[config.mk]
export PLATFORM = sky130hd
export DESIGN_NAME = sr_deframer_flat
export DESIGN_NICKNAME = d
export VERILOG_FILES = /design/src/rtl/sr_pkg.sv /design/src/rtl/sr_deframer_if.sv /design/src/rtl/sr_sync_match.sv /design/src/rtl/sr_deframer.sv /design/src/flat_wrapper.sv
export SDC_FILE = /design/constraint.sdc
export NUM_CORES = 1
export LEC_CHECK = 0
export ABC_CLOCK_PERIOD_IN_PS = 2720
export CAP_MARGIN = 20
export CELL_PAD_IN_SITES_DETAIL_PLACEMENT = 1
export CELL_PAD_IN_SITES_GLOBAL_PLACEMENT = 1
export CORE_ASPECT_RATIO = 1.2
export CORE_MARGIN = 5
export CORE_UTILIZATION = 47
export CTS_BUF_LIST = sky130_fd_sc_hd__clkbuf_4 sky130_fd_sc_hd__clkbuf_8
export CTS_CLUSTER_DIAMETER = 150
export DETAILED_ROUTE_END_ITERATION = 6
export PLACE_DENSITY = 0.82
export SETUP_SLACK_MARGIN = 0.3
export SYNTH_ARGS = -nofsm -noshare
export SYNTH_HDL_FRONTEND = slang
export SYNTH_SLANG_ARGS = --single-unit
[constraint.sdc]
create_clock -name clk -period 2.72 [get_ports clk]
set_input_delay 0.544 -clock clk [delete_from_list [all_inputs] [get_ports clk]]
set_output_delay 0.544 -clock clk [all_outputs]
set_load 0.05 [all_outputs]
[src/rtl/sr_pkg.sv]
// Shared definitions for the serial deframer: FSM encoding and the default sync
// constants also used by the upstream framer.
package sr_pkg;

  typedef enum logic {
    ST_HUNT    = 1'b0,
    ST_COLLECT = 1'b1
  } sr_state_e;

  localparam int unsigned SYNC_W_DEF   = 8;
  localparam logic [7:0]  SYNC_PAT_DEF = 8'hA5;

endpackage

[src/rtl/sr_deframer_if.sv]
// Parallel word output of the deframer: valid/ready handshake with data.
interface sr_deframer_if #(
  parameter int unsigned WIDTH = 8
) ();

  logic [WIDTH-1:0] out_data;
  logic             out_valid;
  logic             out_ready;

  modport master (output out_data, output out_valid, input out_ready);
  modport slave  (input out_data, input out_valid, output out_ready);

endinterface

[src/rtl/sr_sync_match.sv]
// Sync hunter: shifts qualified bits into a window and flags a match only once the
// window has been completely refilled since the last clear.
module sr_sync_match
  import sr_pkg::*;
#(
  parameter int unsigned        SYNC_W   = SYNC_W_DEF,
  parameter logic [SYNC_W-1:0] SYNC_PAT = SYNC_W'(SYNC_PAT_DEF)
) (
  input  logic clk,
  input  logic reset,
  input  logic en,
  input  logic din,
  input  logic clear,
  output logic match
);

  localparam int unsigned FW = $clog2(SYNC_W + 1);

  logic [SYNC_W-1:0] window_q, window_d;
  logic [FW-1:0]     fill_q, fill_d;

  always_comb begin
    window_d = window_q;
    fill_d   = fill_q;
    if (clear) begin
      fill_d = '0;
    end else if (en) begin
      window_d = {window_q[SYNC_W-2:0], din};
      if (fill_q != FW'(SYNC_W)) fill_d = fill_q + 1'b1;
    end
    // Evaluated on the post-shift view so the completing bit itself can match.
    match = en && !clear && (fill_d == FW'(SYNC_W)) && (window_d == SYNC_PAT);
  end

  always_ff @(posedge clk or negedge reset) begin
    if (!reset) begin
      window_q <= '0;
      fill_q   <= '0;
    end else begin
      window_q <= window_d;
      fill_q   <= fill_d;
    end
  end

endmodule

[src/rtl/sr_deframer.sv]
// Serial deframer: hunts for sync, then assembles FRAME_WORDS words per frame and
// presents them through a one-entry valid/ready holding register.
module sr_deframer
  import sr_pkg::*;
#(
  parameter int unsigned        WIDTH       = 8,
  parameter int unsigned        SYNC_W      = SYNC_W_DEF,
  parameter logic [SYNC_W-1:0] SYNC_PAT    = SYNC_W'(SYNC_PAT_DEF),
  parameter int unsigned        FRAME_WORDS = 4,
  parameter int unsigned        LSB_FIRST   = 0
) (
  input  logic                 clk,
  input  logic                 reset,
  input  logic                 sin,
  input  logic                 sin_en,
  input  logic                 hunt_req,
  input  logic                 ovf_clr,
  output logic                 locked,
  output logic                 ovf,
  sr_deframer_if.master        out_if
);

  localparam int unsigned BW = (WIDTH > 1) ? $clog2(WIDTH) : 1;
  localparam int unsigned WW = (FRAME_WORDS > 1) ? $clog2(FRAME_WORDS) : 1;

  sr_state_e        state_q, state_d;
  logic [BW-1:0]    bitcnt_q, bitcnt_d;
  logic [WW-1:0]    wordcnt_q, wordcnt_d;
  logic [WIDTH-1:0] word_q, word_d, word_shift;
  logic [WIDTH-1:0] data_q, data_d;
  logic             valid_q, valid_d;
  logic             ovf_q, ovf_d;
  logic             shift_en, word_done, frame_end, drop, match;

  sr_sync_match #(
    .SYNC_W   (SYNC_W),
    .SYNC_PAT (SYNC_PAT)
  ) u_sync (
    .clk   (clk),
    .reset (reset),
    .en    ((state_q == ST_HUNT) && sin_en),
    .din   (sin),
    .clear (hunt_req || frame_end),
    .match (match)
  );

  always_comb begin
    state_d   = state_q;
    bitcnt_d  = bitcnt_q;
    wordcnt_d = wordcnt_q;
    word_d    = word_q;
    data_d    = data_q;
    valid_d   = valid_q;
    drop      = 1'b0;

    if (LSB_FIRST != 0) word_shift = {sin, word_q[WIDTH-1:1]};
    else                word_shift = {word_q[WIDTH-2:0], sin};

    shift_en  = (state_q == ST_COLLECT) && sin_en && !hunt_req;
    word_done = shift_en && (bitcnt_q == BW'(WIDTH - 1));
    frame_end = word_done && (wordcnt_q == WW'(FRAME_WORDS - 1));

    if (hunt_req) begin
      state_d   = ST_HUNT;
      bitcnt_d  = '0;
      wordcnt_d = '0;
    end else begin
      unique case (state_q)
        ST_HUNT: begin
          if (match) begin
            state_d   = ST_COLLECT;
            bitcnt_d  = '0;
            wordcnt_d = '0;
          end
        end
        ST_COLLECT: begin
          if (shift_en) begin
            word_d = word_shift;
            if (word_done) begin
              bitcnt_d  = '0;
              wordcnt_d = frame_end ? '0 : wordcnt_q + 1'b1;
              if (frame_end) state_d = ST_HUNT;
            end else begin
              bitcnt_d = bitcnt_q + 1'b1;
            end
          end
        end
        default: state_d = ST_HUNT;
      endcase
    end

    // A completing word may refill the holding register in the cycle it drains.
    if (word_done) begin
      if (!valid_q || out_if.out_ready) begin
        data_d  = word_shift;
        valid_d = 1'b1;
      end else begin
        drop = 1'b1;
      end
    end else if (valid_q && out_if.out_ready) begin
      valid_d = 1'b0;
    end

    if (drop)         ovf_d = 1'b1;
    else if (ovf_clr) ovf_d = 1'b0;
    else              ovf_d = ovf_q;
  end

  always_ff @(posedge clk or negedge reset) begin
    if (!reset) begin
      state_q   <= ST_HUNT;
      bitcnt_q  <= '0;
      wordcnt_q <= '0;
      word_q    <= '0;
      data_q    <= '0;
      valid_q   <= 1'b0;
      ovf_q     <= 1'b0;
    end else begin
      state_q   <= state_d;
      bitcnt_q  <= bitcnt_d;
      wordcnt_q <= wordcnt_d;
      word_q    <= word_d;
      data_q    <= data_d;
      valid_q   <= valid_d;
      ovf_q     <= ovf_d;
    end
  end

  assign locked           = (state_q == ST_COLLECT);
  assign ovf              = ovf_q;
  assign out_if.out_data  = data_q;
  assign out_if.out_valid = valid_q;

endmodule

[src/flat_wrapper.sv]
// flat-port wrapper written by rule: the top's interface ports become plain ports
module sr_deframer_flat import sr_pkg::*;
#(
  parameter int unsigned        WIDTH       = 8,
  parameter int unsigned        SYNC_W      = SYNC_W_DEF,
  parameter logic [SYNC_W-1:0] SYNC_PAT    = SYNC_W'(SYNC_PAT_DEF),
  parameter int unsigned        FRAME_WORDS = 4,
  parameter int unsigned        LSB_FIRST   = 0
)
  (clk, reset, sin, sin_en, hunt_req, ovf_clr, locked, ovf, out_if_out_data, out_if_out_valid, out_if_out_ready);
  sr_deframer_if #(.WIDTH(WIDTH)) out_if_i ();
  input  logic clk;
  input  logic reset;
  input  logic sin;
  input  logic sin_en;
  input  logic hunt_req;
  input  logic ovf_clr;
  output logic locked;
  output logic ovf;
  output wire logic [$bits(out_if_i.out_data)-1:0] out_if_out_data;
  output wire logic [$bits(out_if_i.out_valid)-1:0] out_if_out_valid;
  input wire logic [$bits(out_if_i.out_ready)-1:0] out_if_out_ready;
  assign out_if_out_data = out_if_i.out_data;
  assign out_if_out_valid = out_if_i.out_valid;
  assign out_if_i.out_ready = out_if_out_ready;
  sr_deframer #(.WIDTH(WIDTH), .SYNC_W(SYNC_W), .SYNC_PAT(SYNC_PAT), .FRAME_WORDS(FRAME_WORDS), .LSB_FIRST(LSB_FIRST)) u_core (.clk(clk), .reset(reset), .sin(sin), .sin_en(sin_en), .hunt_req(hunt_req), .ovf_clr(ovf_clr), .locked(locked), .ovf(ovf), .out_if(out_if_i));
endmodule
==> key figures <==
Power and ir drop
  – Internal power: roughly 870 µW
  – VDD IR max: just under 0.6 mV
  – Sw Share: around 24%
  – Seq pwr share: ~53%
  – Gate power share: around 11%
  – Switch Pwr: around 280 µW
  – Power per cell area: ~590 mW/mm²
  – LEAKAGE: 0.9468 nW
  – Clock power frac: 36.0%

Logic synthesis
  – Post-synthesis simple-gate area fraction: 10.32%
  – Synth Net Count: 135
  – Xor and xnor area share after synthesis: under 10%
  – Main combinational cell family by area after synthesis: multiplexers
  – Unique masters post-synth: 27
  – Yosys reg bits: 35
  – Gate Count Post-Synth: about 120
  – Mux cell area share after synthesis: between 10% and 20%
  – Synthesized area: 0.001600 mm²
  – Sequential area share after synthesis: 54.73%
  – Ys Warns: 0
  – Complex-gate fraction of the synthesized area: roughly 8.0%
  – Post-synthesis adder-cell area fraction: under 10%
  – Syn_area_per_cell: ~13 µm²

Setup path
  – R2R Setup Slk: 0.68 ns
  – Crit path DAT: 2.51 ns
  – Req. time, crit path: around 2.9 ns
  – Critical path class: in -> reg
  – Crit path capture type: flop
  – Crit Path Max Fanout: 9
  – CP Launch Type: primary input

STA
  – Tmin final: between 2 and 2.5 ns
  – Worst hold slack: roughly 0.51 ns
  – Final setup fails: 0
  – Final period util: a little under nine tenths
  – Worst-Margin Slew: between 0.5 and 0.6 ns
  – Setup TNS: 0 ns
  – Unrepaired setup endpoints after global routing: no
  – Final Max Slew Viols: 0
  – Final Hold Viols: 0
  – Fmax: about 430 MHz
  – Max_slew headroom: 65.88%
  – Clock Skews: 0.002914 ns

GRT
  – Pin count of the biggest net entering global routing: 36
  – Initial antenna violation count: 0
  – Vias in the first global route: between 1000 and 1500
  – Gr ovfl total: 0
  – Total GRT Usage: 16.11%
  – First-pass GRT wire length: between 5000 and 6000 µm

Drt
  – DR vias/cell: 5.560
  – DRC violations left: 0
  – Final ANT Viol Nets: 0
  – Via count: roughly 1100
  – Routed WL per cell: approximately 17 µm
  – First-pass DRT Iterations: 4
  – Total Wirelength: between 3000 and 4000 µm
  – DRT iter0 DRCs: 14

Floorplanning
  – Initial core utilization: about half
  – Die X: 63.27 µm
  – Die height: 73.92 µm
  – CORE AREA: approximately 0.0033 mm²
  – Cell Rows: 23
  – Die area: approximately 0.0047 mm²
  – Num ports: 18

Placement
  – Port bufs: 17
  – GP Congestion: around 0.71
  – Placed cells: around 180
  – HPWL Detailed: between 2000 and 2500 µm

Clock network
  – Clk_lat worst skew: 0.28 ns
  – H-tree Lvls: 2
  – Root buffer cell: clkbuf_8
  – Sink Count: 35
  – Clock slew seen by the registers of the worst setup and hold paths: 0.07 ns
  – Hold Buf Count CTS: 0
  – CTS tree: done
  – CTS max path bufs: 2
  – CTS Buf Count: 5

Run
  – # Max-Cap Violations: 0

Cells and area
  – Cell Count, Final, Fillers Out: roughly 190
  – Layout cell share with drive strength beyond 1: roughly a third
  – Final net count: around 170
  – Layout area overhead: 23.06%
  – # diodes: 0

Outcome
  – Status: complete, no violations

Min path
  – Tightest Hold Check Type: reg -> reg
[metrics by stage]
step	power [mW]	utilization, %	instance area [µm²]	setup WS [ns]
after floorplan	0.6919	-	1600	0.4796
after CTS	1.164	59.02	1953	0.3248
after detailed placement	0.7461	55.88	1849	0.01717
final	1.153	59.51	1969	0.3895
after global routing	1.214	59.51	1969	0.2683
after global placement	0.7337	55.88	1849	0.1205
[cell families after synthesis]
family,count (synthesis)
flip-flops,35
AND/OR/NAND/NOR,29
adder cells (fa/ha/maj),5
buffers and inverters,9
AO/OA/AOI/OAI,16
XOR/XNOR,2
multiplexers,27
[cell usage after synthesis]
master,n,area share (%)
nor4bb_1,1,0.63
a32o_1,1,0.63
o22ai_1,1,0.39
ha_1,5,3.9
a32o_2,5,3.5
dfrtp_1,35,55
nor2b_1,2,0.78
nand2_1,8,1.9
and4bb_2,1,0.78
mux2i_1,2,1.3
mux2_2,25,18
o21ai_0,4,1.3
nand4_2,1,0.78
buf_2,1,0.31
xnor2_1,2,1.1
nand2b_1,2,0.78
a21oi_1,4,1.3
or3_1,1,0.39
inv_1,6,1.4
nor3b_1,1,0.47
or3b_1,1,0.55
nand4_1,2,0.78
buf_6,2,1.4
nand3b_1,1,0.47
a2111oi_2,1,0.94
nor2_1,6,1.4
nand3_1,2,0.63
[power by group through the flow]
stage               registers, mW  clock network (mW)  logic [mW]
floorplan                   0.606                   0      0.0863
finish                      0.610               0.415       0.128
global route                0.617               0.454       0.143
CTS                         0.610               0.428       0.126
detailed placement          0.622                   0       0.124
global placement            0.614                   0       0.120
[layout by cell type (no fill, tap or decap)]
cell | netlist | layout
a2111oi_2 | 1 | 1
clkdlybuf4s50_1 | 0 | 17
mux2_2 | 25 | 25
ha_1 | 5 | 5
o22ai_1 | 1 | 1
nor2_1 | 6 | 6
a32o_1 | 1 | 1
nor2b_2 | 0 | 1
inv_1 | 6 | 6
and4bb_2 | 1 | 1
nand4_1 | 2 | 2
nand3_1 | 2 | 2
nand3b_1 | 1 | 1
nor4bb_1 | 1 | 1
nor3b_1 | 1 | 1
or3b_4 | 0 | 1
mux2i_1 | 2 | 2
clkinvlp_4 | 0 | 1
nand2_1 | 8 | 8
nand4_2 | 1 | 1
a32o_2 | 5 | 5
clkbuf_8 | 0 | 7
xnor2_1 | 2 | 2
a21oi_1 | 4 | 4
nor2b_1 | 2 | 1
buf_6 | 2 | 1
buf_4 | 0 | 8
dfrtp_1 | 35 | 35
o21ai_0 | 4 | 4
nand2b_1 | 2 | 2
or3_1 | 1 | 1
[repair_timing]
item / CTS / global route
setup endpoints to repair: 0 / 5
resized for setup: 0 / 3
buffers inserted: 0 / 1
[metal layers]
layer	global-route usage, %	up-vias	routed length (µm)
met3	5.657	2	144
met4	5.312	0	8
met2	31.01	19	1923
li1	-	503	-
met5	0	-	0
met1	16.09	538	1245
[worst max-delay path: stages]
cell and delay [ns]:
clkdlybuf4s50_1 0.52, or3b_4 0.17, buf_4 0.17, nand4_1 0.13
a2111oi_2 0.41, nand4_2 0.24, a32o_2 0.32
[registers in the layout (all words and copies together) (netlist names)]
signal and count:
u_core.ovf 1, u_core.out_if.out_data 8, u_core.u_sync.fill_q 4, u_core.bitcnt_q 3
u_core.out_if.out_valid 1, u_core.word_q 7, u_core.u_sync.window_q 8, u_core.locked 1
u_core.wordcnt_q 2
[final timing paths]
check | start | endpoint | depth (start not counted)
worst max-delay path | hunt_req | u_core.bitcnt_q[0]$_DFFE_PN0P_ | 7
worst min-delay path | u_core.out_if.out_data[0]$_DFFE_PN0P_ | u_core.out_if.out_data[0]$_DFFE_PN0P_ | 1
worst max register to register | u_core.bitcnt_q[0]$_DFFE_PN0P_ | u_core.bitcnt_q[0]$_DFFE_PN0P_ | 7
worst min register to register | u_core.out_if.out_data[0]$_DFFE_PN0P_ | u_core.out_if.out_data[0]$_DFFE_PN0P_ | 1
max in group asynchronous | reset | u_core.word_q[4]$_DFFE_PN0P_ | 2
min in group asynchronous | reset | u_core.locked$_DFF_PN0_ | 2
[cell type report]
type                            instances  area, µm²
Sequential cell                        35      875.8
Tap cell                               37      46.29
Clock buffer                            7      96.34
Inverter                                6      22.52
Fill cell                             326       1340
Clock inverter                          1      7.507
Multi-Input combinational cell         79      679.4
Timing Repair Buffer                   26      241.5
(Power assumes the default switching activity.)
